[src/rtl/stage_wb.sv]
// Writeback/commit stage: register writeback, store commit, TLB writes, redirects and precise
// per-thread TLB-miss/illegal exceptions. Optional per-thread retire counters via WB_RETIRE_CNT_EN.
`timescale 1ns/1ps
module stage_wb #(
    parameter int          N_THREADS  = 4,
    parameter logic [31:0] EXC_VECTOR = 32'h0000_2000,
    parameter int          PAGE_BITS  = 12,
    localparam int         THREAD_W   = $clog2(N_THREADS),
    localparam int         REG_W      = 5,
    localparam int         PADDR_W    = 32,
    localparam int         VPN_W      = 32 - PAGE_BITS,
    localparam int         PPN_W      = PADDR_W - PAGE_BITS
) (
    input  logic                 clk,
    input  logic                 rst,
    input  logic [THREAD_W-1:0]  tl_thread,
    input  logic                 tl_isvalid,
    input  logic                 tl_itlb_miss,
    input  logic                 tl_dtlb_miss,
    input  logic [REG_W-1:0]     tl_dst,
    input  logic [31:0]          tl_pc,
    input  logic [31:0]          tl_r2,
    input  logic [31:0]          tl_data,
    input  logic [PADDR_W-1:0]   tl_paddr,
    input  logic                 tl_isequal,
    input  logic [31:0]          tl_mul,
    input  logic                 tl_flag_mul,
    input  logic                 tl_flag_reg,
    input  logic                 tl_flag_jump,
    input  logic                 tl_flag_branch,
    input  logic                 tl_flag_iret,
    input  logic                 tl_flag_store,
    input  logic                 tl_flag_isbyte,
    input  logic [1:0]           tl_flag_tlbwrite,
    output logic                 rf_wen,
    output logic [THREAD_W-1:0]  rf_thread,
    output logic [REG_W-1:0]     rf_dst,
    output logic [31:0]          rf_data,
    output logic                 store_en,
    output logic                 store_isbyte,
    output logic [PADDR_W-1:0]   store_addr,
    output logic [31:0]          store_data,
    output logic                 itlb_wen,
    output logic                 dtlb_wen,
    output logic [VPN_W-1:0]     tlb_vpn,
    output logic [PPN_W-1:0]     tlb_ppn,
    output logic                 redirect_en,
    output logic [THREAD_W-1:0]  redirect_thread,
    output logic [31:0]          redirect_pc,
    output logic [N_THREADS-1:0] mode
`ifdef WB_RETIRE_CNT_EN
    ,
    output logic [N_THREADS*32-1:0] retire_cnt
`endif
);

    logic [31:0] rm0 [N_THREADS];
    logic [31:0] rm1 [N_THREADS];
    logic [31:0] rm2 [N_THREADS];

    logic        illegal_p0;
    logic        exc_p0;
    logic        commit_p0;
    logic [31:0] cause_p0;

    // Stage p0: classify the incoming instruction (TLB misses outrank privilege violations)
    always_comb begin
        illegal_p0 = tl_isvalid && !mode[tl_thread] && (tl_flag_iret || (tl_flag_tlbwrite != 2'd0));
        exc_p0     = tl_itlb_miss || tl_dtlb_miss || illegal_p0;
        commit_p0  = tl_isvalid && !exc_p0;
        if (tl_itlb_miss)      cause_p0 = 32'd1;
        else if (tl_dtlb_miss) cause_p0 = 32'd2;
        else                   cause_p0 = 32'd3;
    end

    // Stage p1: registered commit outputs and architectural thread state
    always_ff @(posedge clk) begin
        if (rst) begin
            rf_wen          <= 1'b0;
            rf_thread       <= '0;
            rf_dst          <= '0;
            rf_data         <= '0;
            store_en        <= 1'b0;
            store_isbyte    <= 1'b0;
            store_addr      <= '0;
            store_data      <= '0;
            itlb_wen        <= 1'b0;
            dtlb_wen        <= 1'b0;
            tlb_vpn         <= '0;
            tlb_ppn         <= '0;
            redirect_en     <= 1'b0;
            redirect_thread <= '0;
            redirect_pc     <= '0;
            mode            <= '1;
            for (int i = 0; i < N_THREADS; i++) begin
                rm0[i] <= '0;
                rm1[i] <= '0;
                rm2[i] <= '0;
            end
        end else begin
            rf_wen          <= 1'b0;
            store_en        <= 1'b0;
            itlb_wen        <= 1'b0;
            dtlb_wen        <= 1'b0;
            redirect_en     <= 1'b0;
            rf_thread       <= tl_thread;
            rf_dst          <= tl_dst;
            rf_data         <= tl_flag_mul ? tl_mul : tl_data;
            store_isbyte    <= tl_flag_isbyte;
            store_addr      <= tl_paddr;
            store_data      <= tl_r2;
            tlb_vpn         <= tl_data[31:PAGE_BITS];
            tlb_ppn         <= tl_r2[PPN_W-1:0];
            redirect_thread <= tl_thread;
            redirect_pc     <= tl_data;
            if (exc_p0) begin
                rm0[tl_thread]  <= tl_pc;
                rm1[tl_thread]  <= tl_itlb_miss ? tl_pc : tl_data;
                rm2[tl_thread]  <= cause_p0;
                mode[tl_thread] <= 1'b1;
                redirect_en     <= 1'b1;
                redirect_pc     <= EXC_VECTOR;
            end else if (tl_isvalid) begin
                rf_wen   <= tl_flag_reg;
                store_en <= tl_flag_store;
                itlb_wen <= (tl_flag_tlbwrite == 2'd1);
                dtlb_wen <= (tl_flag_tlbwrite == 2'd2);
                if (tl_flag_iret) begin
                    // only reachable in supervisor; user iret was trapped above
                    mode[tl_thread] <= 1'b0;
                    redirect_en     <= 1'b1;
                    redirect_pc     <= rm0[tl_thread];
                end else if (tl_flag_jump || (tl_flag_branch && tl_isequal)) begin
                    redirect_en <= 1'b1;
                end
            end
        end
    end

`ifdef WB_RETIRE_CNT_EN
    logic [31:0] cnt [N_THREADS];

    always_ff @(posedge clk) begin
        if (rst) begin
            for (int i = 0; i < N_THREADS; i++) cnt[i] <= '0;
        end else if (commit_p0) begin
            cnt[tl_thread] <= cnt[tl_thread] + 32'd1;
        end
    end

    always_comb begin
        retire_cnt = '0;
        for (int i = 0; i < N_THREADS; i++) retire_cnt[i*32 +: 32] = cnt[i];
    end
`else
    logic unused_commit;
    assign unused_commit = commit_p0;
`endif

endmodule
[config.mk]
export PLATFORM = sky130hd
export DESIGN_NAME = stage_wb
export DESIGN_NICKNAME = d
export VERILOG_FILES = /design/src/rtl/stage_wb.sv
export SDC_FILE = /design/constraint.sdc
export NUM_CORES = 1
export LEC_CHECK = 0
export CORE_MARGIN = 1
export CORE_UTILIZATION = 41
export DETAILED_ROUTE_END_ITERATION = 6
export PLACE_DENSITY = 0.78
export SKIP_CTS_REPAIR_TIMING = 1
export SLEW_MARGIN = 20
export SYNTH_ARGS = -nofsm -noshare
export SYNTH_HDL_FRONTEND = slang
export SYNTH_SLANG_ARGS = --single-unit
[constraint.sdc]
create_clock -name clk -period 4.1 [get_ports clk]
set_clock_uncertainty 0.2 [all_clocks]
set_input_delay 0.41 -clock clk [delete_from_list [all_inputs] [get_ports clk]]
set_output_delay 0.41 -clock clk [all_outputs]
set_load 0.005 [all_outputs]
==> results of run 1 <==
## worst max-delay path: stages
cell	delay, ns
clkdlybuf4s50_1	0.61
o31ai_2	0.19
a222oi_1	0.60
buf_12	0.41
and4_1	0.26
## cell families after synthesis
kind of cell,Yosys count,share of synthesized area (%)
buf+inv,99,4.64
mux,68,9.71
flops,293,64.1
simple gates,337,18.7
compound gates,52,2.90
## stage by stage
stage / total power, mW / instances / utilization, % / hold slack, ns / worst slack (ns)
after floorplan: 3.66 / 849 / - / 0.286 / 0.811
after global placement: 4.12 / 1480 / 55.7 / 0.363 / 1.28
after detailed placement: 4.14 / 1480 / 55.7 / 0.375 / 1.22
after CTS: 6.84 / 1536 / 59.4 / 0.176 / 1.80
after global routing: 7.03 / 1539 / 59.5 / 0.185 / 1.65
final: 6.77 / 1541 / 59.5 / 0.189 / 1.75
## worst max-delay path by stage
stage                 endpoint  slack (ns)  cells after the start
floorplan            rm0[3][0]        0.81                      4
global placement     rm0[1][9]        1.28                      5
detailed placement   rm0[2][4]        1.22                      5
CTS                  rm0[2][4]        1.80                      5
global route        rm0[2][19]        1.65                      5
finish              rm0[0][17]        1.75                      5
## area by class of cell
class / count / area [sq um]
inverter: 1 / 3.75
antenna: 5 / 12.5
clock inverter: 9 / 48.8
fill: 2111 / 10900
timing repair buffer: 388 / 3840
multi-input combinational: 457 / 3510
clock buffer: 47 / 950
sequential: 293 / 7150
tap: 341 / 427
## cells in the mapped netlist
| library cell | number | share of area (%) |
|---|---|---|
| mux2i_1 | 34 | 3.1 |
| nor4bb_1 | 1 | 0.090 |
| and4_1 | 96 | 7.5 |
| clkbuf_1 | 50 | 1.7 |
| a221o_1 | 1 | 0.090 |
| o2bb2ai_1 | 1 | 0.079 |
| nand2_1 | 69 | 2.3 |
| nand3b_1 | 1 | 0.067 |
| dfxtp_1 | 165 | 30 |
| nand3_1 | 2 | 0.090 |
| a222oi_1 | 1 | 0.090 |
| a21o_1 | 4 | 0.27 |
| mux2_2 | 1 | 0.10 |
| o31ai_2 | 1 | 0.11 |
| a21oi_1 | 32 | 1.4 |
| nor3b_1 | 1 | 0.067 |
| inv_1 | 1 | 0.034 |
| nor2b_1 | 94 | 5.3 |
| and3_1 | 33 | 1.9 |
| and2_1 | 1 | 0.056 |
| o21a_1 | 1 | 0.067 |
| mux2_1 | 1 | 0.10 |
| nor2_1 | 37 | 1.2 |
| nor3_1 | 2 | 0.090 |
| buf_2 | 9 | 0.40 |
| mux4_2 | 32 | 6.5 |
| o31a_1 | 1 | 0.079 |
| o211ai_1 | 1 | 0.067 |
| o21ai_0 | 3 | 0.13 |
| edfxtp_1 | 128 | 34 |
| buf_6 | 5 | 0.50 |
| buf_1 | 8 | 0.27 |
| o32a_1 | 3 | 0.27 |
| a211o_1 | 1 | 0.079 |
| buf_4 | 26 | 1.7 |
| a21boi_0 | 2 | 0.13 |
## state kept, by name (all words and copies together), names as in the netlist, named ones only
name             count
rm0                128
redirect_pc         32
rf_data             32
store_addr          32
store_data          32
tlb_vpn             20
rf_dst               5
redirect_thread      2
dtlb_wen             1
itlb_wen             1
redirect_en          1
rf_wen               1
store_en             1
store_isbyte         1
## where the power goes
part	total [mW]	internal [mW]	switching [mW]
Combinational	0.793	0.449	0.344
Sequential	3.27	3.23	0.0499
Clock	2.70	1.59	1.12
Total	6.77	5.26	1.51
## routing by layer
layer	routed length (um)	track usage (%)	vias up	share of wire [%]
li1	-	-	3725	-
met1	12700	27.3	3841	39
met2	16500	39.8	299	51
met3	2330	4.99	36	7.2
met4	680	6.84	2	2.1
met5	17	0	-	0.053
==> impl_metrics.toml, run 1 <==
[drt]
ant_nets = 0
wl_per_cell_um = 20.9
drtPass1Iterations = 5
drt-vias-per-instance = 5.13
wirelength_mm = 32.3
drtIter0Drc = 557
route.detailed.drc = 0
vias = 7903

[cells_and_area]
syn2layout_area_growth_pct = 42.9
final_cell_mix = "clkdlybuf4s50_1, dfxtp_1, edfxtp_1, and4_1, nor2b_1"
final_net_count = 1353
fin_area_sq_mm = 0.0159
layout_commonest_cell = "clkdlybuf4s50_1"
layout-drive-gt1-share_pct = 9.12

[cts]
clock_latency_ns = 0.54
cts_root_buf = "clkbuf_16"
clkTransAtPathRegs_ns = 0.06
cts_max_level = 1
cts_made_buffers = 30
cts_tree = "done"
cts_max_path_buffers = 3
numClockSinks = 293

[setup_path]
ff2ff_path_depth = 4
crit_fanout = 131
worstPathRequired_ns = 4.31
crit_path_end_kind = "flip-flop"
worstReg2RegEnd = "rm0[0][17]"
timing.reg2reg.setup_slack_ns = 1.84
startpoint_type = "input pin"
crit_type = "input pin to flip-flop"
crit_start = "tl_flag_iret"
cp.arrival_ns = 2.56

[logic_synthesis]
synth_warnings = 0
synth-seq-area-share_pct = 64.1
postSynthAreaPerCell_sq_um = 13.1
ys_types = 36
syn_area_sq_mm = 0.0112
syn-num-nets = 1031
synth_cells = 849
ys_ff_latch = 293

[global_route]
grt_pass1_wl_mm = 48.3
antenna_found_initial = 6
grt_max_degree = 132
grt_pass1_vias = 7957
track_usage_pct = 22.5
grt_remaining_overflow = 0

[floorplan]
start_util_pct = 41.6
core_sq_mm = 0.0268
pin_count = 369
dieArea_sq_mm = 0.0279
die_h_um = 167
fp-row-count = 60
die_w_um = 167

[sta]
period_minus_slack_ns = 2.35
setup_viol = 0
hold_viol = 0
rsz0062_at_grt = "no"
period_share_pct = 57.3
fmax_ghz = 0.425
tns_ns = 0
drv_slew = 0
worstMarginPinSlew_ns = 1.10
relSlewSlack_pct = 26.8

[place]
placed_cell_area_sq_mm = 0.0149
dp_hpwl_mm = 22.8
gp_congestion = 0.824
port_buffers = 368

[worst_hold_path]
hold_end = "tlb_vpn[4]"
hp-start = "rst"
min_path_cells = 2
hold_class = "input pin to flip-flop"

[run_status]
status = "completed"

[pwr]
cellLeakagePower_nw = 6.14
p_per_area_mw_per_mm2 = 425
vdd_drop_max_v = 0.000276

[run]
max_cap_violations = 0
Note: power is estimated with default switching activity, not from simulation.
==> run 2: changes to the inputs <==
Settings changed: CORE_UTILIZATION 41 to 46, PLACE_DENSITY 0.78 to 0.82.
Clock period 4.1 ns to 2.2 ns, I/O delays scaled along.
==> impl_metrics.toml, run 2 (synthesized netlist as in run 1, its figures left out) <==
[pwr]
cellLeakagePower_nw = 6.24
vdd_drop_max_v = 0.000598
p_per_area_mw_per_mm2 = 770

[cts]
clkTransAtPathRegs_ns = 0.06
cts_tree = "done"
clock_latency_ns = 0.55
numClockSinks = 293
cts_root_buf = "clkbuf_16"
cts_max_level = 1
cts_max_path_buffers = 3
cts_made_buffers = 31

[setup_path]
path_cells = "mux2_4, a222oi_1, bufbuf_16, and4_1"
startpoint_type = "flip-flop"
worstPathRequired_ns = 2.41
crit_slowest_cell = "bufbuf_16"
worstReg2RegEnd = "rm0[0][26]"
crit_fanout = 107
ff2ff_path_depth = 4
crit_type = "flip-flop to flip-flop"
slowest_delay_ns = 0.49
timing.reg2reg.setup_slack_ns = 0.11
cp.arrival_ns = 2.29
crit_path_end_kind = "flip-flop"

[worst_hold_path]
hp-start = "tl_r2[24]"
hold_class = "input pin to flip-flop"
min_path_cells = 2
hold_end = "store_data[24]"

[sta]
holdWs_ns = 0.0173
fmax_ghz = 0.479
worstMarginPinSlew_ns = 0.573
period_share_pct = 95.0
setup_viol = 0
rsz0062_at_grt = "no"
drv_slew = 0
relSlewSlack_pct = 61.8
tns_ns = 0
hold_viol = 0
period_minus_slack_ns = 2.09

[floorplan]
start_util_pct = 47.2
dieArea_sq_mm = 0.0249
core_sq_mm = 0.0236
pin_count = 369
die_h_um = 158
fp-row-count = 56
die_w_um = 158

[cells_and_area]
layout_commonest_cell = "clkdlybuf4s50_1"
syn2layout_area_growth_pct = 44.3
final_net_count = 1371
regMostFlops = "rm0"
layout-drive-gt1-share_pct = 10.6
largest_reg_flops = 128
filler_cell_count = 1663
final_cell_mix = "clkdlybuf4s50_1, dfxtp_1, edfxtp_1, and4_1, nor2b_1"

[global_route]
grt_pass1_vias = 7559
track_usage_pct = 24.4
grt_remaining_overflow = 0
antenna_found_initial = 5
grt_max_degree = 125
grt_pass1_wl_mm = 45.2

[drt]
ant_nets = 0
drt-vias-per-instance = 5.29
vias = 8127
drtIter0Drc = 611
route.detailed.drc = 0
drtPass1Iterations = 5
wirelength_mm = 31.8
wl_per_cell_um = 20.7

[place]
dp_hpwl_mm = 22.1
port_buffers = 368
gp_congestion = 0.874

[run_status]
status = "completed"

[run]
max_cap_violations = 0
[run 2: changes by cell type in the layout (fill, tap and decap cells not counted), moves of 2 or more]
cell      before  now
a21o_4         0    3
clkinv_2       2    8
clkbuf_1       6   10
dfxtp_1      165  163
buf_12         2    8
clkbuf_8       7    1
dfxtp_2        0    2
a21o_1         4    1
buf_4         19   27
[run 2: worst max path at each step]
stage,depth (start not counted),end
after floorplan,5,rm0[0][0]
after global placement,5,rm0[0][5]
after detailed placement,5,rm0[0][28]
after CTS,4,rm0[0][28]
after global routing,4,rm0[0][28]
final,4,rm0[0][26]
[run 2: layer usage]
| layer | vias to the layer above | part of all wire, % | global-route usage [%] |
|---|---|---|---|
| li1 | 3757 | - | - |
| met1 | 3952 | 38 | 30.1 |
| met2 | 366 | 51 | 42.5 |
| met3 | 52 | 8.7 | 4.79 |
| met4 | 0 | 2.4 | 8.55 |
| met5 | - | 0 | 0 |
[run 2: worst max-delay path: cells and delay by family, from the launching register on]
kind,cells,cell delay [ns]
simple gates,1,0.27
flops,1,0.31
buf+inv,1,0.49
compound gates,1,0.38
mux,1,0.26
[run 2: final cells by class]
cell class	instances	area (sq um)	share of cell area [%]
flip-flops and latches	293	7150	44.4
repair buffers	404	4060	25.2
multi-input cells	458	3550	22.0
clock buffers	44	857	5.32
well taps	319	399	2.48
clock inverters	13	67.6	0.420
diodes	5	12.5	0.0777
inverters	1	3.75	0.0233
[run 2: through the flow]
stage / power [mW] / utilization (%) / instances / instance area [sq um] / setup slack, ns
floorplan: 6.82 / - / 849 / 11200 / -0.151
detailed placement: 7.73 / 64.0 / 1473 / 15100 / -0.493
CTS: 12.4 / 67.9 / 1530 / 16000 / -0.110
global placement: 7.69 / 64.0 / 1473 / 15100 / -0.407
global route: 12.8 / 68.2 / 1537 / 16100 / 0.0239
finish: 12.4 / 68.2 / 1537 / 16100 / 0.110
[run 2: power by group]
group          leakage, nW  switching (mW)  internal [mW]
Sequential            2.72          0.0900           6.01
Clock                0.458            2.06           2.70
Combinational         3.07           0.650          0.883
Total                 6.24            2.80           9.59
